## config.mk

```make
export PLATFORM = sky130hd
export DESIGN_NAME = config_loader
export DESIGN_NICKNAME = d
export VERILOG_FILES = /design/src/rtl/cfg_pkg.sv /design/src/rtl/crc8_serial.sv /design/src/rtl/config_loader.sv
export SDC_FILE = /design/constraint.sdc
export NUM_CORES = 1
export LEC_CHECK = 0
export ABC_AREA = 1
export CAP_MARGIN = 10
export CELL_PAD_IN_SITES_DETAIL_PLACEMENT = 0
export CELL_PAD_IN_SITES_GLOBAL_PLACEMENT = 1
export CORE_ASPECT_RATIO = 1.5
export CORE_UTILIZATION = 38
export CTS_CLUSTER_DIAMETER = 120
export DETAILED_ROUTE_END_ITERATION = 10
export PLACE_DENSITY = 0.85
export SYNTH_ARGS = -nofsm -noshare
export SYNTH_HDL_FRONTEND = slang
export SYNTH_HIERARCHICAL = 1
export SYNTH_SLANG_ARGS = --single-unit
```

## constraint.sdc

```tcl
create_clock -name clk -period 2.1 [get_ports clk]
set_input_delay 0.42 -clock clk [delete_from_list [all_inputs] [get_ports clk]]
set_output_delay 0.42 -clock clk [all_outputs]
set_load 0.02 [all_outputs]
```

## src/rtl/cfg_pkg.sv

```systemverilog
// ---------------------------------------------------------------------------
// cfg_pkg -- shared definitions for the configuration loader.
//
// Contents:
//   state_t   : loader FSM state encoding. CRC_BYTE exists only when the
//               optional CRC check is built in.
//   CRC_POLY  : CRC-8 generator polynomial (x^8 + x^2 + x + 1, 0x07).
//   CRC_INIT  : CRC-8 register value at the start of every load.
//   crc8_step : one MSB-first bit update of the CRC-8 register.
//
// Build option: define CFG_CRC_EN to include the CRC_BYTE state.
// ---------------------------------------------------------------------------
package cfg_pkg;

`ifdef CFG_CRC_EN
  typedef enum logic [2:0] {
    IDLE      = 3'd0,
    WAIT_BYTE = 3'd1,
    SHIFT     = 3'd2,
    CRC_BYTE  = 3'd3,
    DONE      = 3'd4
  } state_t;
`else
  typedef enum logic [2:0] {
    IDLE      = 3'd0,
    WAIT_BYTE = 3'd1,
    SHIFT     = 3'd2,
    DONE      = 3'd4
  } state_t;
`endif

  localparam logic [7:0] CRC_POLY = 8'h07;
  localparam logic [7:0] CRC_INIT = 8'h00;

  // Feedback is the outgoing MSB xor the incoming bit; when set, the
  // polynomial is folded into the shifted register.
  function automatic logic [7:0] crc8_step(input logic [7:0] crc,
                                           input logic       bit_in);
    logic fb;
    fb = crc[7] ^ bit_in;
    return {crc[6:0], 1'b0} ^ (fb ? CRC_POLY : 8'h00);
  endfunction

endpackage

```

## src/rtl/crc8_serial.sv

```systemverilog
// ---------------------------------------------------------------------------
// crc8_serial -- bit-serial CRC-8 accumulator (poly 0x07, MSB-first).
//
// Ports:
//   clk    : clock, register updates on the rising edge
//   clear  : reload the register with CRC_INIT (takes priority over en)
//   en     : fold bit_in into the CRC this cycle
//   bit_in : serial data bit
//   crc    : current CRC register value
//
// The register carries no reset: every load starts with a clear, so its
// contents before the first load are never observed.
// ---------------------------------------------------------------------------
module crc8_serial
  import cfg_pkg::*;
(
  input  logic       clk,
  input  logic       clear,
  input  logic       en,
  input  logic       bit_in,
  output logic [7:0] crc
);

  logic [7:0] crc_q;

  always_ff @(posedge clk) begin
    if (clear) begin
      crc_q <= CRC_INIT;
    end else if (en) begin
      crc_q <= crc8_step(crc_q, bit_in);
    end
  end

  assign crc = crc_q;

endmodule

```

## src/rtl/config_loader.sv

```systemverilog
// ---------------------------------------------------------------------------
// config_loader -- streams a host bitstream into an SRAM configuration scan
// chain, one byte at a time, MSB-first, for exactly CHAIN_LEN shift cycles.
//
// Parameter:
//   CHAIN_LEN : number of config bits in the scan chain (1..4096)
//
// Ports:
//   clk       : clock
//   rst_n     : asynchronous active-low reset
//   start     : one-cycle load request (honoured only in IDLE or DONE)
//   din       : bitstream byte from the host
//   din_valid : din holds a valid byte
//   din_ready : loader accepts din this cycle
//   scan_en   : chain shift enable
//   scan_in   : serial bit to the chain (0 whenever scan_en is 0)
//   busy      : load in progress
//   done      : load complete, held until the next accepted start
//   crc_err   : CRC mismatch on the completed load, valid while done=1
//
// Build option: define CFG_CRC_EN to shift a CRC-8 over the loaded bits and
// compare it with one trailing host byte. Without it crc_err is tied low.
//
// The host must hold the chain's write enable low while busy is 1; the
// chain gives write priority over scan_en and the loader does not arbitrate.
// ---------------------------------------------------------------------------
module config_loader
  import cfg_pkg::*;
#(
  parameter int CHAIN_LEN = 64
) (
  input  logic       clk,
  input  logic       rst_n,
  input  logic       start,
  input  logic [7:0] din,
  input  logic       din_valid,
  output logic       din_ready,
  output logic       scan_en,
  output logic       scan_in,
  output logic       busy,
  output logic       done,
  output logic       crc_err
);

  localparam int               CNT_W    = $clog2(CHAIN_LEN + 1);
  localparam logic [CNT_W-1:0] LAST_BIT = CNT_W'(CHAIN_LEN - 1);

  state_t           state, state_nxt;
  logic [CNT_W-1:0] bit_cnt;   // bits shifted so far in this load
  logic [2:0]       bit_idx;   // bit position inside the current byte
  logic [7:0]       sreg;
  logic             take;
  logic             load_go;
  logic             last_bit;

  assign take     = din_valid & din_ready;
  assign load_go  = ((state == IDLE) || (state == DONE)) && start;
  // The final byte may be partial: leaving SHIFT on the chain's last bit
  // discards any unshifted LSBs of that byte.
  assign last_bit = (state == SHIFT) && (bit_cnt == LAST_BIT);

  always_ff @(posedge clk or negedge rst_n) begin
    if (!rst_n) begin
      state <= IDLE;
    end else begin
      state <= state_nxt;
    end
  end

  always_ff @(posedge clk or negedge rst_n) begin
    if (!rst_n) begin
      bit_cnt <= '0;
      bit_idx <= '0;
    end else if (load_go) begin
      bit_cnt <= '0;
      bit_idx <= '0;
    end else if (state == SHIFT) begin
      bit_cnt <= bit_cnt + CNT_W'(1);
      bit_idx <= bit_idx + 3'd1;   // wraps to 0 at each byte boundary
    end
  end

  // Data path: shift register needs no reset, scan_in is gated by scan_en.
  always_ff @(posedge clk) begin
    if ((state == WAIT_BYTE) && take) begin
      sreg <= din;
    end else if (state == SHIFT) begin
      sreg <= {sreg[6:0], 1'b0};
    end
  end

  always_comb begin
    state_nxt = state;
    din_ready = 1'b0;
    scan_en   = 1'b0;
    busy      = 1'b0;
    done      = 1'b0;
    case (state)
      IDLE: begin
        if (start) state_nxt = WAIT_BYTE;
      end
      WAIT_BYTE: begin
        din_ready = 1'b1;
        busy      = 1'b1;
        if (din_valid) state_nxt = SHIFT;
      end
      SHIFT: begin
        scan_en = 1'b1;
        busy    = 1'b1;
        if (last_bit) begin
`ifdef CFG_CRC_EN
          state_nxt = CRC_BYTE;
`else
          state_nxt = DONE;
`endif
        end else if (bit_idx == 3'd7) begin
          state_nxt = WAIT_BYTE;
        end
      end
`ifdef CFG_CRC_EN
      CRC_BYTE: begin
        din_ready = 1'b1;
        busy      = 1'b1;
        if (din_valid) state_nxt = DONE;
      end
`endif
      DONE: begin
        done = 1'b1;
        if (start) state_nxt = WAIT_BYTE;
      end
      default: begin
        state_nxt = IDLE;
      end
    endcase
  end

  assign scan_in = scan_en & sreg[7];

`ifdef CFG_CRC_EN
  logic [7:0] crc;
  logic       crc_err_q;

  crc8_serial u_crc (
    .clk    (clk),
    .clear  (load_go),
    .en     (scan_en),
    .bit_in (sreg[7]),
    .crc    (crc)
  );

  always_ff @(posedge clk or negedge rst_n) begin
    if (!rst_n) begin
      crc_err_q <= 1'b0;
    end else if (load_go) begin
      crc_err_q <= 1'b0;
    end else if ((state == CRC_BYTE) && take) begin
      crc_err_q <= (din != crc);
    end
  end

  assign crc_err = crc_err_q;
`else
  assign crc_err = 1'b0;
`endif

endmodule

```

## Word-level counts from Yosys, hierarchy flattened

Cells that the tools add are included.

| storage, ports and cells | value |
|---|---|
| word-level logic and storage cells | 41 |
| input port bits | 12 |
| output and inout port bits | 6 |
| flip-flop bits (word level) | 21 |

| cells by class | value |
|---|---|
| reductions and logical operators | 10 |
| mux-type cells | 15 |
| $add $sub $neg | 2 |
| equal/unequal tests | 8 |
| bitwise gates (word level) | 2 |

Operators by type and width:

| operator | number |
|---|---|
| two-way mux 3 bit | 6 |
| two-way mux 8 bit | 2 |
| two-way mux 7 bit | 2 |
| case mux 3 bit (3 select lines) | 1 |
| adder 7 x 1 -> 7 bit, second input constant | 1 |
| == test 7 x 6 -> 1 bit, second input constant | 1 |
| == test 3 bit, second input constant | 2 |
| two-way mux 1 bit | 4 |
| nonzero test 2 bit | 2 |
| OR reduction 2 bit | 2 |
| adder 3 x 1 -> 3 bit, second input constant | 1 |
| == test 3 x 1 -> 1 bit, second input constant | 1 |
| == test 3 x 2 -> 1 bit, second input constant | 1 |
| logical AND 1 bit | 3 |
| logical NOT 3 bit | 1 |
| != test 3 x 2 -> 1 bit, second input constant | 1 |
| AND reduction 3 bit | 1 |
| bitwise AND 1 bit | 2 |
| != test 2 x 1 -> 1 bit, second input constant | 1 |
| != test 2 bit, second input constant | 1 |
| logical OR 1 bit | 1 |

## Logic depth before layout (Yosys ltp)

| logic depth | value |
|---|---|
| depth in word-level cells | 5 |
| mapped depth | 8 |
| gate-level depth less buffers | 8 |

## Least setup slack after synthesis

OpenSTA, ideal clock, no wires.

| timing | value |
|---|---|
| path kind | reg2reg |
| from | reg state[1] |
| to | reg sreg[0], enable pin |
| cell stages (with the launch flop) | 4 |
| arrival time | 1,275 ps |
| period minus slack after synthesis | 1,604 ps |
| data required time | 1,771 ps |
| path buffers | 0 |
| setup slack | 496 ps |
| cells stage by stage | dfrtp_1 -> nor3_4 -> nand2_4 -> nand2_1 |

| on the way | value |
|---|---|
| cells in the longest elaborated chain, start to end | 5 |
| elaborated cells between the ends (all ways) | 6 |

RTL lines:

| what | line | text |
|---|---|---|
| start: declaration | config_loader.sv:48 | `state_t state, state_nxt;` |
| start signal: assignment | config_loader.sv:66 | `state <= state_nxt;` |
| == test 3 x 1 -> 1 bit | config_loader.sv:98 | `case (state)` |
| two-way mux 1 bit | config_loader.sv:98 |  |
| net din_ready | config_loader.sv:37 | `output logic din_ready,` |
| bitwise AND 1 bit | config_loader.sv:56 | `assign take = din_valid & din_ready;` |
| logical AND 1 bit | config_loader.sv:85 | `if ((state == WAIT_BYTE) && take) begin` |
| nonzero test 2 bit (no line) | n/a |  |
| end signal: assignment | config_loader.sv:86 | `sreg <= din;` |
| end signal: assignment | config_loader.sv:88 | `sreg <= {sreg[6:0], 1'b0};` |
| end: declaration | config_loader.sv:51 | `logic [7:0] sreg;` |

The timed path passes the listed nets, and every way through them passes these cells.
A chain may end at the register's enable or synchronous reset.

## Worst setup path after layout

| timing | value |
|---|---|
| from | reg state[2] |
| to | out busy |

| on the way | value |
|---|---|
| cells in the longest elaborated chain, start to end | 3 |
| elaborated cells between the ends (all ways) | 4 |

RTL lines:

| what | line | text |
|---|---|---|
| == test 3 x 2 -> 1 bit or == test 3 x 1 -> 1 bit (tied branches) | config_loader.sv:98 |  |
| OR reduction 2 bit (no line) (*) | n/a |  |
| two-way mux 1 bit (*) | config_loader.sv:98 |  |
| end: declaration | config_loader.sv:40 | `output logic busy,` |

Mark *: on every way between the ends. The rest lies on a longest branch, timed or not.

==> results <==
==> where the power goes <==
group / internal [W] / switching (W) / leakage [nW] / total (W)
Clock: 0.000133 / 0.000138 / 0.0255 / 0.000271
Sequential: 0.000609 / 0.0000855 / 0.251 / 0.000695
Combinational: 0.000229 / 0.000406 / 0.406 / 0.000635
Total: 0.000971 / 0.000629 / 0.683 / 0.00160
==> Yosys cell counts <==
cell type	number	area [µm²]
a21oi_1	3	15.0
buf_2	1	5.00
buf_4	1	7.51
buf_8	1	15.0
conb_1	1	3.75
dfrtp_1	13	325
edfxtp_1	8	240
ha_1	3	37.5
inv_1	14	52.6
inv_4	1	6.26
nand2_1	42	158
nand2_2	2	12.5
nand2_4	1	11.3
nand3_1	13	65.1
nand3_4	1	17.5
nand3b_1	1	7.51
nand4_1	1	6.26
nor2_1	12	45.0
nor2_2	1	6.26
nor3_1	2	10.0
nor3_2	1	10.0
nor3_4	1	16.3
o21ai_0	4	20.0
or2_1	1	6.26
==> kinds of logic after synthesis <==
logic type	share of synthesized area (%)
AND/OR/NAND/NOR	33.8
buffers and inverters	7.85
flip-flops	51.4
other	0.341
adder cells (fa/ha/maj)	3.41
AO/OA/AOI/OAI	3.19
==> metrics by stage <==
step / util [%] / total power (W)
6_report: 49.6 / 0.00160
5_1_grt: 49.6 / 0.00173
4_1_cts: 49.6 / 0.00162
3_5_place_dp: 48.1 / 0.00138
3_3_place_gp: 48.1 / 0.00136
2_1_floorplan: - / 0.00115
==> placed cells by master (no fill, tap or decap), drive strengths merged, types with 3 or more instances in the layout <==
master	n
a21oi	3
buf	3
clkbuf	3
clkdlybuf4s50	11
dfrtp	13
dlygate4sd2	5
edfxtp	8
ha	3
inv	15
nand2	45
nand3	14
nor2	13
nor3	4
o21ai	4
==> final cells by class <==
| type | count | area [µm²] | area share, % |
|---|---|---|---|
| Sequential cell | 21 | 566 | 42.2 |
| Multi-Input combinational cell | 90 | 448 | 33.4 |
| Timing Repair Buffer | 19 | 176 | 13.2 |
| Inverter | 15 | 58.8 | 4.38 |
| Tap cell | 37 | 46.3 | 3.45 |
| Clock buffer | 3 | 41.3 | 3.08 |
| Clock inverter | 1 | 5.00 | 0.373 |
==> worst max-delay path: stages (launching register included) <==
cell	delay [ps]
dfrtp_1	430
inv_1	110
nand3_4	130
inv_4	60
or2_1	210
dlygate4sd2_1	320
==> registers in the layout (all words and copies together), names as in the netlist <==
register / flops
bit_cnt: 7
sreg: 8
bit_idx: 3
state: 3
==> worst max path at each step <==
stage,startpoint,endpoint,slack [ps],cells past startpoint
finish,state[2],busy,150,5
global route,state[0],busy,60,5
CTS,state[0],busy,140,5
detailed placement,state[0],busy,170,5
global placement,state[0],busy,180,5
floorplan,state[1],sreg[0],500,3
==> routing by layer <==
layer	part of all wire [%]	GRT usage, %	vias to the layer above
li1	-	-	446
met3	4.9	3.69	5
met1	42	19.5	404
met5	0	0	-
met2	50	27.6	28
met4	2.7	9.93	0
==> impl_metrics.yaml <==
sta:
  final.setup.worst_slack_ps: 151
  slew_headroom_pct: 61.9
  final_hold_viol_count: 0
  clock_skew_ps: 1.38
  hold_ws_ps: 487
  rsz0062_at_grt: "false"
  slew_violations: 0
  tightest_slew_ps: 569
  tns_ps: 0
  setup_viol: 0
  fin_crit_sh_pct: 92.8
  min_period_ps: 1950
  fmax_ghz: 0.513
cts:
  clock_path_buffers: 2
  tritoncts: "built"
  clkTransAtPathRegs_ps: 80
  clockRootBuffer: "clkbuf_8"
  holdBufCountCts: 0
  ctsResizeCount: 5
  cts.sinks: 21
  clk_latency_ps: 260
  postCtsSetupBuffers: 0
  cts_buffers: 3
  htree_num_levels: 1
floorplanning:
  fp.dieW_um: 45.9
  ios: 18
  core_mm2: 0.00271
  fp-row-count: 23
  dieArea_mm2: 0.00312
  die_height_um: 67.9
  start_util_pct: 40.7
global_route:
  antenna_found_initial: 0
  grt_pass1_wl_mm: 3.70
  grt_max_degree: 14
  grt.overflow.total: 0
  track_usage_pct: 16.8
  grt_pass1_vias: 855
critical_path:
  r2r_cells: 3
  crit_type: "reg2out"
  critPathMaxFanout: 10
  reg2reg_to: "sreg[2]"
  r2r_slack_ps: 600
  crit_arrival_ps: 1530
  r2r_start: "state[1]"
  critPathRequiredTime_ps: 1680
  cp-end-kind: "output pin"
  cp-start-kind: "flip-flop"
routing:
  avgViaCountPerCell: 4.75
  antenna_left: 0
  drt_iter0_markers: 24
  drc: 0
  drtPass1Iterations: 4
  vias: 883
  wl_per_cell_um: 11.1
  routed_wirelength_mm: 2.06
placement:
  dp_slack_ps: 172
  port_buffers: 16
  place_area_mm2: 0.00130
  gp_congestion: 0.769
  detailed_place_hpwl_mm: 1.63
  dp.cells: 182
synth:
  syn_area_mm2: 0.00110
  synth_cells: 129
  synth_fp_nets: 144
  syn_area_per_cell_um2: 8.53
  yosysUniqueCellTypes: 24
  synth_seq_cells: 21
  yosysWarnings: 6
  ys_seq_area_share_pct: 51.4
cells_and_area:
  final_cells: 186
  syn2layout_area_growth_pct: 22.0
  layout-drive-gt1-share_pct: 10.1
  fillCellCount: 277
  fin_nets: 165
  fin_area_mm2: 0.00134
  antenna_cells: 0
worst_hold_path:
  worstHoldStart: "bit_idx[2]"
  min_path_type: "reg2reg"
  hold_path_end: "bit_idx[2]"
  holdPathStages: 2
job:
  maxCapViolations: 0
outcome:
  status: "finished clean"
pwr:
  power.density_mw_per_mm2: 1190
  p_leak_nw: 0.683
  vdd_drop_max_mv: 0.567
No activity file was read; power rests on OpenSTA's default activity.
